[config.mk]
export PLATFORM = sky130hd
export DESIGN_NAME = mask_packer
export DESIGN_NICKNAME = d
export VERILOG_FILES = /design/src/rtl/mask_packer.sv
export SDC_FILE = /design/constraint.sdc
export NUM_CORES = 1
export LEC_CHECK = 0
export BUFFER_PORTS_ARGS = -buffer_cell sky130_fd_sc_hd__buf_4
export CAP_MARGIN = 30
export CORE_ASPECT_RATIO = 0.6
export CORE_MARGIN = 3
export CORE_UTILIZATION = 50
export CTS_CLUSTER_DIAMETER = 200
export DETAILED_ROUTE_END_ITERATION = 8
export GPL_TIMING_DRIVEN = 1
export PLACE_DENSITY_LB_ADDON = 0.2
export SLEW_MARGIN = 10
export SYNTH_ARGS = -nofsm -noshare
export SYNTH_HDL_FRONTEND = slang
export SYNTH_SLANG_ARGS = --single-unit
[constraint.sdc]
create_clock -name clock -period 3.05 [get_ports clock]
set_input_delay 0.4575 -clock clock [delete_from_list [all_inputs] [get_ports clock]]
set_output_delay 0.4575 -clock clock [all_outputs]
set_load 0.1 [all_outputs]
[src/rtl/mask_packer.sv]
// rtl/mask_packer.sv - packs a byte-per-pixel motion mask into one-bit-per-pixel words and counts foreground per frame
// Optional build macro: MASK_PACKER_INVERT_EN adds an 'invert' input that packs and counts background instead.
module mask_packer #(
    parameter int DATA_WIDTH   = 32,
    parameter int PACK_WIDTH   = 32,
    parameter int FRAME_PIXELS = 442368,
    parameter int CNT_WIDTH    = $clog2(FRAME_PIXELS + 1)
) (
    input  logic                  clock,
    input  logic                  reset,
    input  logic [DATA_WIDTH-1:0] in_dout,
    input  logic                  in_empty,
`ifdef MASK_PACKER_INVERT_EN
    input  logic                  invert,
`endif
    output logic                  in_rd_en,
    output logic [PACK_WIDTH-1:0] out_din,
    input  logic                  out_full,
    output logic                  out_wr_en,
    output logic [CNT_WIDTH-1:0]  fg_count,
    output logic                  frame_done
);

    localparam int IDX_WIDTH = $clog2(PACK_WIDTH);

    typedef enum logic [0:0] {S_FILL, S_WRITE} state_t;

    state_t                state, state_nxt;
    logic [PACK_WIDTH-1:0] word;
    logic [IDX_WIDTH-1:0]  bit_idx;
    logic [CNT_WIDTH-1:0]  pix_cnt;
    logic [CNT_WIDTH-1:0]  fg_acc;
    logic                  pix_bit;
    logic                  word_last;
    logic                  frame_last;
    logic                  frame_end;

    // Any non-zero mask byte is foreground; the optional invert flips the sense per pixel.
`ifdef MASK_PACKER_INVERT_EN
    assign pix_bit = invert ? ~(|in_dout) : (|in_dout);
`else
    assign pix_bit = |in_dout;
`endif

    // word_last/frame_last qualify the pixel being popped; frame_end qualifies the word being written
    // (pix_cnt has already counted the final pixel by then).
    assign word_last  = (bit_idx == IDX_WIDTH'(PACK_WIDTH - 1));
    assign frame_last = (pix_cnt == CNT_WIDTH'(FRAME_PIXELS - 1));
    assign frame_end  = (pix_cnt == CNT_WIDTH'(FRAME_PIXELS));

    // State register.
    always_ff @(posedge clock or posedge reset) begin
        if (reset) begin
            state <= S_FILL;
        end else begin
            state <= state_nxt;
        end
    end

    // Next-state and FIFO handshakes; the pop is held off while reset is asserted so no pixel is lost.
    always_comb begin
        state_nxt  = state;
        in_rd_en   = 1'b0;
        out_wr_en  = 1'b0;
        out_din    = '0;
        frame_done = 1'b0;
        case (state)
            S_FILL: begin
                if (!in_empty && !reset) begin
                    in_rd_en = 1'b1;
                    if (word_last || frame_last) begin
                        state_nxt = S_WRITE;
                    end
                end
            end
            S_WRITE: begin
                if (!out_full) begin
                    out_wr_en  = 1'b1;
                    out_din    = word;
                    frame_done = frame_end;
                    state_nxt  = S_FILL;
                end
            end
            default: state_nxt = S_FILL;
        endcase
    end

    // Datapath: shift pixels in LSB first, count them, and publish the foreground total at frame end.
    always_ff @(posedge clock or posedge reset) begin
        if (reset) begin
            word     <= '0;
            bit_idx  <= '0;
            pix_cnt  <= '0;
            fg_acc   <= '0;
            fg_count <= '0;
        end else begin
            if (in_rd_en) begin
                word[bit_idx] <= pix_bit;
                bit_idx       <= bit_idx + IDX_WIDTH'(1);
                pix_cnt       <= pix_cnt + CNT_WIDTH'(1);
                fg_acc        <= fg_acc + CNT_WIDTH'(pix_bit);
            end
            // Clearing the word after each write is what zero-pads a short final word.
            if (out_wr_en) begin
                word    <= '0;
                bit_idx <= '0;
                if (frame_end) begin
                    pix_cnt  <= '0;
                    fg_acc   <= '0;
                    fg_count <= fg_acc;
                end
            end
        end
    end

endmodule

==> impl_metrics.prom, run 1 <==
# TYPE chip_impl_metric gauge
chip_impl_metric{name="flow.area_growth_from_synthesis",unit="%"} 21.3
chip_impl_metric{name="io_pins",unit=""} 90
chip_impl_metric{name="timing.max_cap.violations",unit=""} 0
chip_impl_metric{name="min_period",unit="ps"} 2670
chip_impl_metric{name="gp_congestion",unit=""} 0.795
chip_impl_metric{name="detailroute.via_count",unit=""} 3790
chip_impl_metric{name="ctsHtreeMaxLevel",unit=""} 3
chip_impl_metric{name="vias_in_the_first_global_route",unit=""} 3625
chip_impl_metric{name="finalWirelength",unit="mm"} 10.7
chip_impl_metric{name="post_layout_net_count",unit=""} 570
chip_impl_info{name="final_cell_mix",value="sky130_fd_sc_hd__buf_4 (96), sky130_fd_sc_hd__dfrtp_1 (95), sky130_fd_sc_hd__a21oi_1 (49)"} 1
chip_impl_metric{name="synth_mux_area_frac",unit=""} 0.0474
chip_impl_metric{name="synth_warnings",unit=""} 0
chip_impl_metric{name="slew_headroom",unit=""} 0.354
chip_impl_metric{name="initial_core_util",unit=""} 0.534
chip_impl_metric{name="critical_path_peak_fanout",unit=""} 6
chip_impl_info{name="cp_cell_sequence",value="nor4_1, nand3_1, nor4_4, buf_4"} 1
chip_impl_metric{name="synth-compound-area-share",unit=""} 0.136
chip_impl_metric{name="p_per_area",unit="nW/um2"} 587
chip_impl_info{name="cts-root-buf",value="sky130_fd_sc_hd__clkbuf_16"} 1
chip_impl_info{name="cts_tree",value="done"} 1
chip_impl_metric{name="number_of_violations_reported_at_the_end_of_detailed_routing_iteration_0",unit=""} 343
chip_impl_metric{name="floorplan.rows",unit=""} 26
chip_impl_info{name="synth_top_family_by_area",value="simple AND/OR/NAND/NOR gates"} 1
chip_impl_metric{name="grt.total_usage",unit=""} 0.205
chip_impl_metric{name="setup-tns-final",unit="ps"} 0
chip_impl_metric{name="die_w",unit="um"} 131
chip_impl_metric{name="syn_nets",unit=""} 496
chip_impl_metric{name="cts_hold_repair.buffers",unit=""} 0
chip_impl_metric{name="number_of_standard_cells_in_the_layout_taps_in_and_fillers_out",unit=""} 655
chip_impl_metric{name="placed_cells",unit=""} 640
chip_impl_metric{name="pins_over_their_slew_limit",unit=""} 0
chip_impl_info{name="worst_hold_path_type",value="in -> async"} 1
chip_impl_metric{name="layout-drive-gt1-share",unit=""} 0.238
chip_impl_metric{name="synth.avg_cell_area",unit="um2"} 10.5
chip_impl_metric{name="fillerInstances",unit=""} 757
chip_impl_metric{name="critical_path_required",unit="ps"} 2590
chip_impl_metric{name="post_synth_xor_area_fraction",unit=""} 0.0408
chip_impl_metric{name="worst_slew_pin_slew",unit="ps"} 967
chip_impl_info{name="yosys-top-cells-area",value="sky130_fd_sc_hd__dfrtp_1 (50%), sky130_fd_sc_hd__a311oi_1 (5.9%), sky130_fd_sc_hd__a21oi_1 (5.2%), sky130_fd_sc_hd__and2_1 (4.8%), sky130_fd_sc_hd__mux2_1 (2.9%)"} 1
chip_impl_metric{name="clock_latency",unit="ps"} 340
chip_impl_metric{name="vdd.ir_drop.worst",unit="mV"} 0.314
chip_impl_metric{name="post_synth_instance_area",unit="um2"} 4720
chip_impl_metric{name="power.static_leakage",unit="nW"} 2.66
chip_impl_info{name="synth_top_area_cell",value="sky130_fd_sc_hd__dfrtp_1"} 1
chip_impl_metric{name="worst_clock_skew",unit="ps"} 3.54
chip_impl_metric{name="antenna_found_initial",unit=""} 0
chip_impl_info{name="worst_setup_path_end_kind",value="output pin"} 1
chip_impl_info{name="dominantRegCellSynth",value="sky130_fd_sc_hd__dfrtp_1"} 1
chip_impl_metric{name="globalRoute.totalOverflow",unit=""} 0
chip_impl_metric{name="cts.reportedPaths.clkPinSlew",unit="ps"} 60
chip_impl_info{name="crit_slowest_cell",value="sky130_fd_sc_hd__dfrtp_1"} 1
chip_impl_metric{name="ff2ff_path_depth",unit=""} 4
chip_impl_metric{name="fin_crit_sh",unit=""} 0.875
chip_impl_metric{name="async_flop_share",unit=""} 1.00
chip_impl_metric{name="dp_hpwl",unit="mm"} 7.39
chip_impl_info{name="mostFrequentLayoutCell",value="sky130_fd_sc_hd__buf_4"} 1
chip_impl_info{name="status",value="completed"} 1
chip_impl_metric{name="timing.final.setup_violations",unit=""} 0
chip_impl_metric{name="power.net_switching",unit="mW"} 1.02
chip_impl_metric{name="synth-edff-count",unit=""} 0
chip_impl_metric{name="layout.area.seq",unit="um2"} 2380
chip_impl_metric{name="ys_ff_latch",unit=""} 95
chip_impl_metric{name="adder_and_majority_gate_portion_of_the_synthesized_area",unit=""} 0.0239
chip_impl_metric{name="cts.repair_timing.setup_buffer_count",unit=""} 0
chip_impl_metric{name="switching_part_of_the_total_power",unit=""} 0.305
chip_impl_metric{name="max_clock_freq",unit="MHz"} 375
chip_impl_metric{name="power.combinational.fraction",unit=""} 0.183
chip_impl_info{name="critPathTopFamily",value="simple AND/OR/NAND/NOR gates"} 1
chip_impl_metric{name="die_h",unit="um"} 81.3
chip_impl_metric{name="multiInputGateArea",unit="um2"} 2150
chip_impl_info{name="setup.worst_path.class",value="reg -> out"} 1
chip_impl_metric{name="grt_first_pass_wirelength",unit="mm"} 17.8
chip_impl_metric{name="delay_of_the_slowest_cell_on_the_worst_path",unit="ps"} 440
chip_impl_metric{name="synth-seq-area-share",unit=""} 0.504
chip_impl_metric{name="antenna_violating_nets_post_route",unit=""} 0
chip_impl_metric{name="worst-endpoint-arrival",unit="ps"} 2210
chip_impl_metric{name="number_of_distinct_library_cells_after_synthesis",unit=""} 45
chip_impl_metric{name="buffer_ports.inserted",unit=""} 89
chip_impl_metric{name="p_int",unit="mW"} 2.34
chip_impl_metric{name="synth_simple_gate_area_frac",unit=""} 0.204
chip_impl_metric{name="cts-buffers-inserted",unit=""} 9
chip_impl_metric{name="avgViaCountPerCell",unit=""} 5.79
chip_impl_metric{name="netlist_instances",unit=""} 451
chip_impl_metric{name="core_outline_area",unit="um2"} 8850
chip_impl_metric{name="synth_top_cell_area_share",unit=""} 0.504
chip_impl_metric{name="sequential_fraction_of_design_power",unit=""} 0.516
chip_impl_metric{name="clock_power_share",unit=""} 0.301
chip_impl_metric{name="grt_start_max_net_pins",unit=""} 68
chip_impl_metric{name="number_of_diodes",unit=""} 0
chip_impl_metric{name="routed_wire_per_std_cell",unit="um"} 16.3
chip_impl_metric{name="crit_buf_inv",unit=""} 1
chip_impl_metric{name="floorplan.die_area",unit="um2"} 10700
chip_impl_metric{name="cts_max_path_bufs",unit=""} 2
chip_impl_metric{name="drc",unit=""} 0
chip_impl_info{name="worst_setup_path_start_kind",value="flop"} 1
chip_impl_metric{name="post_cts.resized_instances",unit=""} 0
chip_impl_metric{name="cts.sink_count",unit=""} 95
chip_impl_metric{name="timing.final.hold_violations",unit=""} 0
chip_impl_info{name="rsz0062_at_grt",value="false"} 1
chip_impl_metric{name="drt_pre_antenna_iters",unit=""} 5
chip_impl_metric{name="critical_path_cell_count",unit=""} 4
## state kept, by name, summed over array words and instances (netlist names)
name,cells
bit_idx,5
word,32
fg_count,19
pix_cnt,19
fg_acc,19
state,1
## metrics by stage
stage	total power, mW	area [um2]	hold slack [ps]	utilization	worst slack [ps]
4_1_cts	3.37	5730	204	0.647	387
2_1_floorplan	2.15	4740	451	-	115
3_5_place_dp	2.36	5470	477	0.618	561
6_report	3.36	5730	190	0.647	381
3_3_place_gp	2.32	5470	469	0.618	582
5_1_grt	3.57	5730	246	0.647	264
## layout make-up
| class | count | share of cell area |
|---|---|---|
| sequential | 95 | 0.415 |
| multi-input combinational | 311 | 0.375 |
| timing repair buffer | 97 | 0.129 |
| clock buffer | 14 | 0.0443 |
| tap | 126 | 0.0275 |
| inverter | 11 | 0.00743 |
| clock inverter | 1 | 0.000874 |
## per-layer routing
metal / up-vias / wire, um / track usage / share of wire
met2: 126 / 4760 / 0.311 / 0.45
met1: 1855 / 5170 / 0.295 / 0.49
met5: - / 0 / 0 / 0
met3: 10 / 632 / 0.0526 / 0.059
li1: 1799 / - / - / -
met4: 0 / 87 / 0.0556 / 0.0082
## synthesized netlist by cell type (10+ instances only)
cell type	instances
sky130_fd_sc_hd__and2_1	36
sky130_fd_sc_hd__nor4_1	14
sky130_fd_sc_hd__nor2_1	20
sky130_fd_sc_hd__mux2_1	12
sky130_fd_sc_hd__a311oi_1	32
sky130_fd_sc_hd__inv_1	10
sky130_fd_sc_hd__dfrtp_1	95
sky130_fd_sc_hd__nand3_1	15
sky130_fd_sc_hd__nand4_1	11
sky130_fd_sc_hd__a21oi_1	49
sky130_fd_sc_hd__nand2_1	25
sky130_fd_sc_hd__xnor2_1	13
sky130_fd_sc_hd__clkbuf_1	19
## worst reg2reg max path, cell delays in order, from the launching register on
cell,delay [ps]
sky130_fd_sc_hd__dfrtp_1,440
sky130_fd_sc_hd__or4_4,600
sky130_fd_sc_hd__or3_4,420
sky130_fd_sc_hd__nor2_8,440
sky130_fd_sc_hd__mux2_2,410
## power groups by stage
stage / Clock (mW) / Sequential, mW / Combinational (mW)
final: 1.01 / 1.73 / 0.616
after detailed placement: 0 / 1.75 / 0.608
after global routing: 1.09 / 1.78 / 0.700
after CTS: 1.03 / 1.73 / 0.612
after global placement: 0 / 1.74 / 0.583
after floorplan: 0 / 1.65 / 0.506
## cell families after synthesis
group	Yosys count
and+or+nand+nor	162
xor gates and xnor gates	22
buffers and inverters	45
DFF	95
muxes	20
AOI/OAI and AO/OA	98
adders and majority gates	9
## final timing paths
kind                                                 end                     from  slack, ps
worst max register to register  fg_count[13]$_DFFE_PP0P_     pix_cnt[2]$_DFF_PP0_        620
worst min register to register   fg_count[2]$_DFFE_PP0P_  fg_count[2]$_DFFE_PP0P_        490
worst max-delay path                          frame_done     pix_cnt[4]$_DFF_PP0_        380
max in group asynchronous            word[6]$_DFFE_PP0P_                    reset       2120
worst min-delay path                fg_acc[11]$_DFF_PP0_                    reset        190
min in group clock                       state$_DFF_PP0_                 out_full        400
No activity file was read; power rests on OpenSTA's default activity.
==> run 2, diff against run 1 <==
Settings changed: ABC_AREA set to 1, CORE_UTILIZATION 50 to 51.
==> impl_metrics.prom, run 2 <==
# TYPE chip_impl_metric gauge
chip_impl_metric{name="timing.max_cap.violations",unit=""} 0
chip_impl_metric{name="synth-edff-count",unit=""} 0
chip_impl_metric{name="max_clock_freq",unit="MHz"} 423
chip_impl_metric{name="critical_path_required",unit="ps"} 2590
chip_impl_metric{name="largest_reg_flops",unit=""} 32
chip_impl_metric{name="avgViaCountPerCell",unit=""} 5.11
chip_impl_metric{name="placement.cell_area",unit="um2"} 5840
chip_impl_info{name="synthTopCellsByCount",value="sky130_fd_sc_hd__nor2_1 (151), sky130_fd_sc_hd__nand2_1 (126), sky130_fd_sc_hd__inv_1 (98), sky130_fd_sc_hd__dfrtp_1 (95), sky130_fd_sc_hd__a21oi_1 (37)"} 1
chip_impl_metric{name="final_area",unit="um2"} 6150
chip_impl_metric{name="setup_slack",unit="ps"} 683
chip_impl_metric{name="die_h",unit="um"} 83.2
chip_impl_metric{name="timing.final.setup_violations",unit=""} 0
chip_impl_metric{name="cts.repair_timing.setup_buffer_count",unit=""} 0
chip_impl_metric{name="clock_power_share",unit=""} 0.317
chip_impl_metric{name="clock_latency",unit="ps"} 350
chip_impl_metric{name="vdd.ir_drop.worst",unit="mV"} 0.328
chip_impl_metric{name="cts_max_path_bufs",unit=""} 2
chip_impl_metric{name="cts.sink_count",unit=""} 95
chip_impl_metric{name="post_synth_instance_area",unit="um2"} 5060
chip_impl_metric{name="worst_slew_pin_slew",unit="ps"} 828
chip_impl_info{name="worst_setup_path_start_kind",value="flop"} 1
chip_impl_info{name="regToRegEndpoint",value="word[15]$_DFFE_PP0P_"} 1
chip_impl_metric{name="drc",unit=""} 0
chip_impl_metric{name="syn_nets",unit=""} 714
chip_impl_metric{name="globalRoute.totalOverflow",unit=""} 0
chip_impl_metric{name="initial_core_util",unit=""} 0.537
chip_impl_metric{name="post_cts.resized_instances",unit=""} 0
chip_impl_metric{name="p_per_area",unit="nW/um2"} 612
chip_impl_metric{name="synth.avg_cell_area",unit="um2"} 7.57
chip_impl_metric{name="worst_clock_skew",unit="ps"} 9.77
chip_impl_info{name="worst_setup_path_end_kind",value="output pin"} 1
chip_impl_metric{name="synth_warnings",unit=""} 0
chip_impl_metric{name="async_flop_share",unit=""} 1.00
chip_impl_info{name="mostFrequentLayoutCell",value="sky130_fd_sc_hd__nor2_1"} 1
chip_impl_metric{name="floorplan.die_area",unit="um2"} 11200
chip_impl_metric{name="ctsHtreeMaxLevel",unit=""} 3
chip_impl_info{name="setup.worst_path.class",value="reg -> out"} 1
chip_impl_metric{name="die_w",unit="um"} 135
chip_impl_metric{name="netlist_instances",unit=""} 669
chip_impl_metric{name="core_outline_area",unit="um2"} 9430
chip_impl_metric{name="number_of_distinct_library_cells_after_synthesis",unit=""} 31
chip_impl_metric{name="flow.area_growth_from_synthesis",unit="%"} 21.5
chip_impl_info{name="final_cell_mix",value="sky130_fd_sc_hd__nor2_1 (150), sky130_fd_sc_hd__nand2_1 (125), sky130_fd_sc_hd__inv_1 (97)"} 1
chip_impl_info{name="reg_to_reg_startpoint",value="state$_DFF_PP0_"} 1
chip_impl_metric{name="cts-buffers-inserted",unit=""} 9
chip_impl_metric{name="grt_first_pass_wirelength",unit="mm"} 20.8
chip_impl_metric{name="gp_congestion",unit=""} 0.847
chip_impl_metric{name="grt_start_max_net_pins",unit=""} 47
chip_impl_metric{name="drt_pre_antenna_iters",unit=""} 5
chip_impl_metric{name="buffer_ports.inserted",unit=""} 89
chip_impl_info{name="rsz0062_at_grt",value="false"} 1
chip_impl_metric{name="floorplan.rows",unit=""} 27
chip_impl_metric{name="detailedPlace.worstSlack",unit="ps"} 815
chip_impl_metric{name="post_layout_net_count",unit=""} 802
chip_impl_metric{name="critical_path_peak_fanout",unit=""} 8
chip_impl_metric{name="p_int",unit="mW"} 2.56
chip_impl_metric{name="sequential_fraction_of_design_power",unit=""} 0.470
chip_impl_metric{name="timing.final.hold_violations",unit=""} 0
chip_impl_metric{name="synth_top_cell_area_share",unit=""} 0.470
chip_impl_info{name="cts-root-buf",value="sky130_fd_sc_hd__clkbuf_16"} 1
chip_impl_metric{name="fin_crit_sh",unit=""} 0.776
chip_impl_metric{name="vias_in_the_first_global_route",unit=""} 4443
chip_impl_metric{name="dp_hpwl",unit="mm"} 8.66
chip_impl_metric{name="worst-endpoint-arrival",unit="ps"} 1910
chip_impl_metric{name="power.combinational.fraction",unit=""} 0.213
chip_impl_metric{name="routed_wire_per_std_cell",unit="um"} 13.3
chip_impl_metric{name="grt.total_usage",unit=""} 0.227
chip_impl_metric{name="finalPower",unit="mW"} 3.76
chip_impl_metric{name="synth-seq-area-share",unit=""} 0.470
chip_impl_metric{name="detailroute.via_count",unit=""} 4556
chip_impl_metric{name="antenna_found_initial",unit=""} 0
chip_impl_metric{name="setup-tns-final",unit="ps"} 0
chip_impl_info{name="yosys-top-cells-area",value="sky130_fd_sc_hd__dfrtp_1 (47%), sky130_fd_sc_hd__nor2_1 (11%), sky130_fd_sc_hd__nand2_1 (9.3%), sky130_fd_sc_hd__inv_1 (7.3%), sky130_fd_sc_hd__a21oi_1 (3.7%)"} 1
chip_impl_metric{name="power.net_switching",unit="mW"} 1.20
chip_impl_metric{name="cts.reportedPaths.clkPinSlew",unit="ps"} 60
chip_impl_info{name="synth_top_area_cell",value="sky130_fd_sc_hd__dfrtp_1"} 1
chip_impl_metric{name="ff2ff_path_depth",unit=""} 7
chip_impl_metric{name="layout-drive-gt1-share",unit=""} 0.176
chip_impl_metric{name="slew_headroom",unit=""} 0.448
chip_impl_info{name="synth_most_common_cell",value="sky130_fd_sc_hd__nor2_1"} 1
chip_impl_metric{name="number_of_diodes",unit=""} 0
chip_impl_info{name="registers.top_by_ff_count",value="word"} 1
chip_impl_info{name="cts_tree",value="done"} 1
chip_impl_metric{name="pins_over_their_slew_limit",unit=""} 0
chip_impl_metric{name="finalWirelength",unit="mm"} 11.8
chip_impl_metric{name="power.static_leakage",unit="nW"} 3.24
chip_impl_metric{name="layout.core_utilization",unit=""} 0.652
chip_impl_metric{name="min_period",unit="ps"} 2370
chip_impl_info{name="worst_hold_path_type",value="in -> async"} 1
chip_impl_metric{name="antenna_violating_nets_post_route",unit=""} 0
chip_impl_metric{name="ys_ff_latch",unit=""} 95
chip_impl_metric{name="io_pins",unit=""} 90
chip_impl_metric{name="r2r_slack",unit="ps"} 1260
chip_impl_info{name="status",value="completed"} 1
chip_impl_metric{name="switching_part_of_the_total_power",unit=""} 0.320
chip_impl_info{name="dominantRegCellSynth",value="sky130_fd_sc_hd__dfrtp_1"} 1
chip_impl_metric{name="number_of_violations_reported_at_the_end_of_detailed_routing_iteration_0",unit=""} 387
chip_impl_metric{name="cts_hold_repair.buffers",unit=""} 0
## run 2: changes by cell type in the layout (fill, tap and decap cells not counted), moves of 18 or more
cell                       change
sky130_fd_sc_hd__a311oi_1     -32
sky130_fd_sc_hd__o21ai_1      +24
sky130_fd_sc_hd__and2_1       -36
sky130_fd_sc_hd__inv_1        +88
sky130_fd_sc_hd__nand2_1     +100
sky130_fd_sc_hd__o21ai_0      +18
sky130_fd_sc_hd__nor2_1      +131
## run 2: worst max-delay path, cell delays in order (launching register included)
cell and delay (ps):
sky130_fd_sc_hd__dfrtp_1 410, sky130_fd_sc_hd__inv_1 100, sky130_fd_sc_hd__ha_1 160, sky130_fd_sc_hd__nand3_1 100, sky130_fd_sc_hd__nor2_1 160, sky130_fd_sc_hd__nand3_2 100, sky130_fd_sc_hd__clkinv_1 190, sky130_fd_sc_hd__buf_4 330
## run 2: stage by stage
stage / hold WS (ps) / instances
after floorplan: 465 / 669
after global routing: 326 / 892
after detailed placement: 468 / 876
after CTS: 295 / 892
final: 266 / 892
after global placement: 464 / 876
## run 2: logic make-up after synthesis
family | share of synthesized area
buffers and inverters | 0.0986
adder cells (fa/ha/maj) | 0.0222
flip-flops | 0.470
XOR/XNOR | 0.0329
AO/OA/AOI/OAI | 0.0986
AND/OR/NAND/NOR | 0.278
## run 2: worst max-delay path by stage
stage	startpoint	to	slack (ps)	cells after the start
2_1_floorplan	reset	bit_idx[0]$_DFFE_PP0P_	120	1
3_3_place_gp	in_dout[23]	fg_acc[12]$_DFF_PP0_	880	17
3_5_place_dp	in_dout[5]	fg_acc[12]$_DFF_PP0_	820	17
4_1_cts	pix_cnt[0]$_DFF_PP0_	frame_done	680	7
5_1_grt	pix_cnt[0]$_DFF_PP0_	frame_done	560	7
6_report	pix_cnt[0]$_DFF_PP0_	frame_done	680	7
## run 2: final cells by class
| type | instances | area (um2) |
|---|---|---|
| clock buffers | 10 | 229 |
| clock inverters | 6 | 85.1 |
| fillers | 834 | 3280 |
| inverters | 100 | 379 |
| multi-input cells | 455 | 2200 |
| flip-flops and latches | 95 | 2380 |
| well taps | 130 | 163 |
| repair buffers | 96 | 721 |
## run 2: routing by layer
metal / wire length (um) / up-vias / share of wire / GRT usage
met3: 842 / 17 / 0.071 / 0.0527
met1: 5800 / 2114 / 0.49 / 0.340
met5: 0 / - / 0 / 0
li1: - / 2267 / - / -
met2: 5070 / 158 / 0.43 / 0.337
met4: 117 / 0 / 0.0099 / 0.0499
## run 2: power groups by stage
| stage | logic [mW] | clock network [mW] | registers (mW) |
|---|---|---|---|
| floorplan | 0.650 | 0 | 1.70 |
| global placement | 0.763 | 0 | 1.77 |
| detailed placement | 0.799 | 0 | 1.78 |
| CTS | 0.805 | 1.21 | 1.76 |
| global route | 0.937 | 1.26 | 1.81 |
| finish | 0.802 | 1.19 | 1.77 |
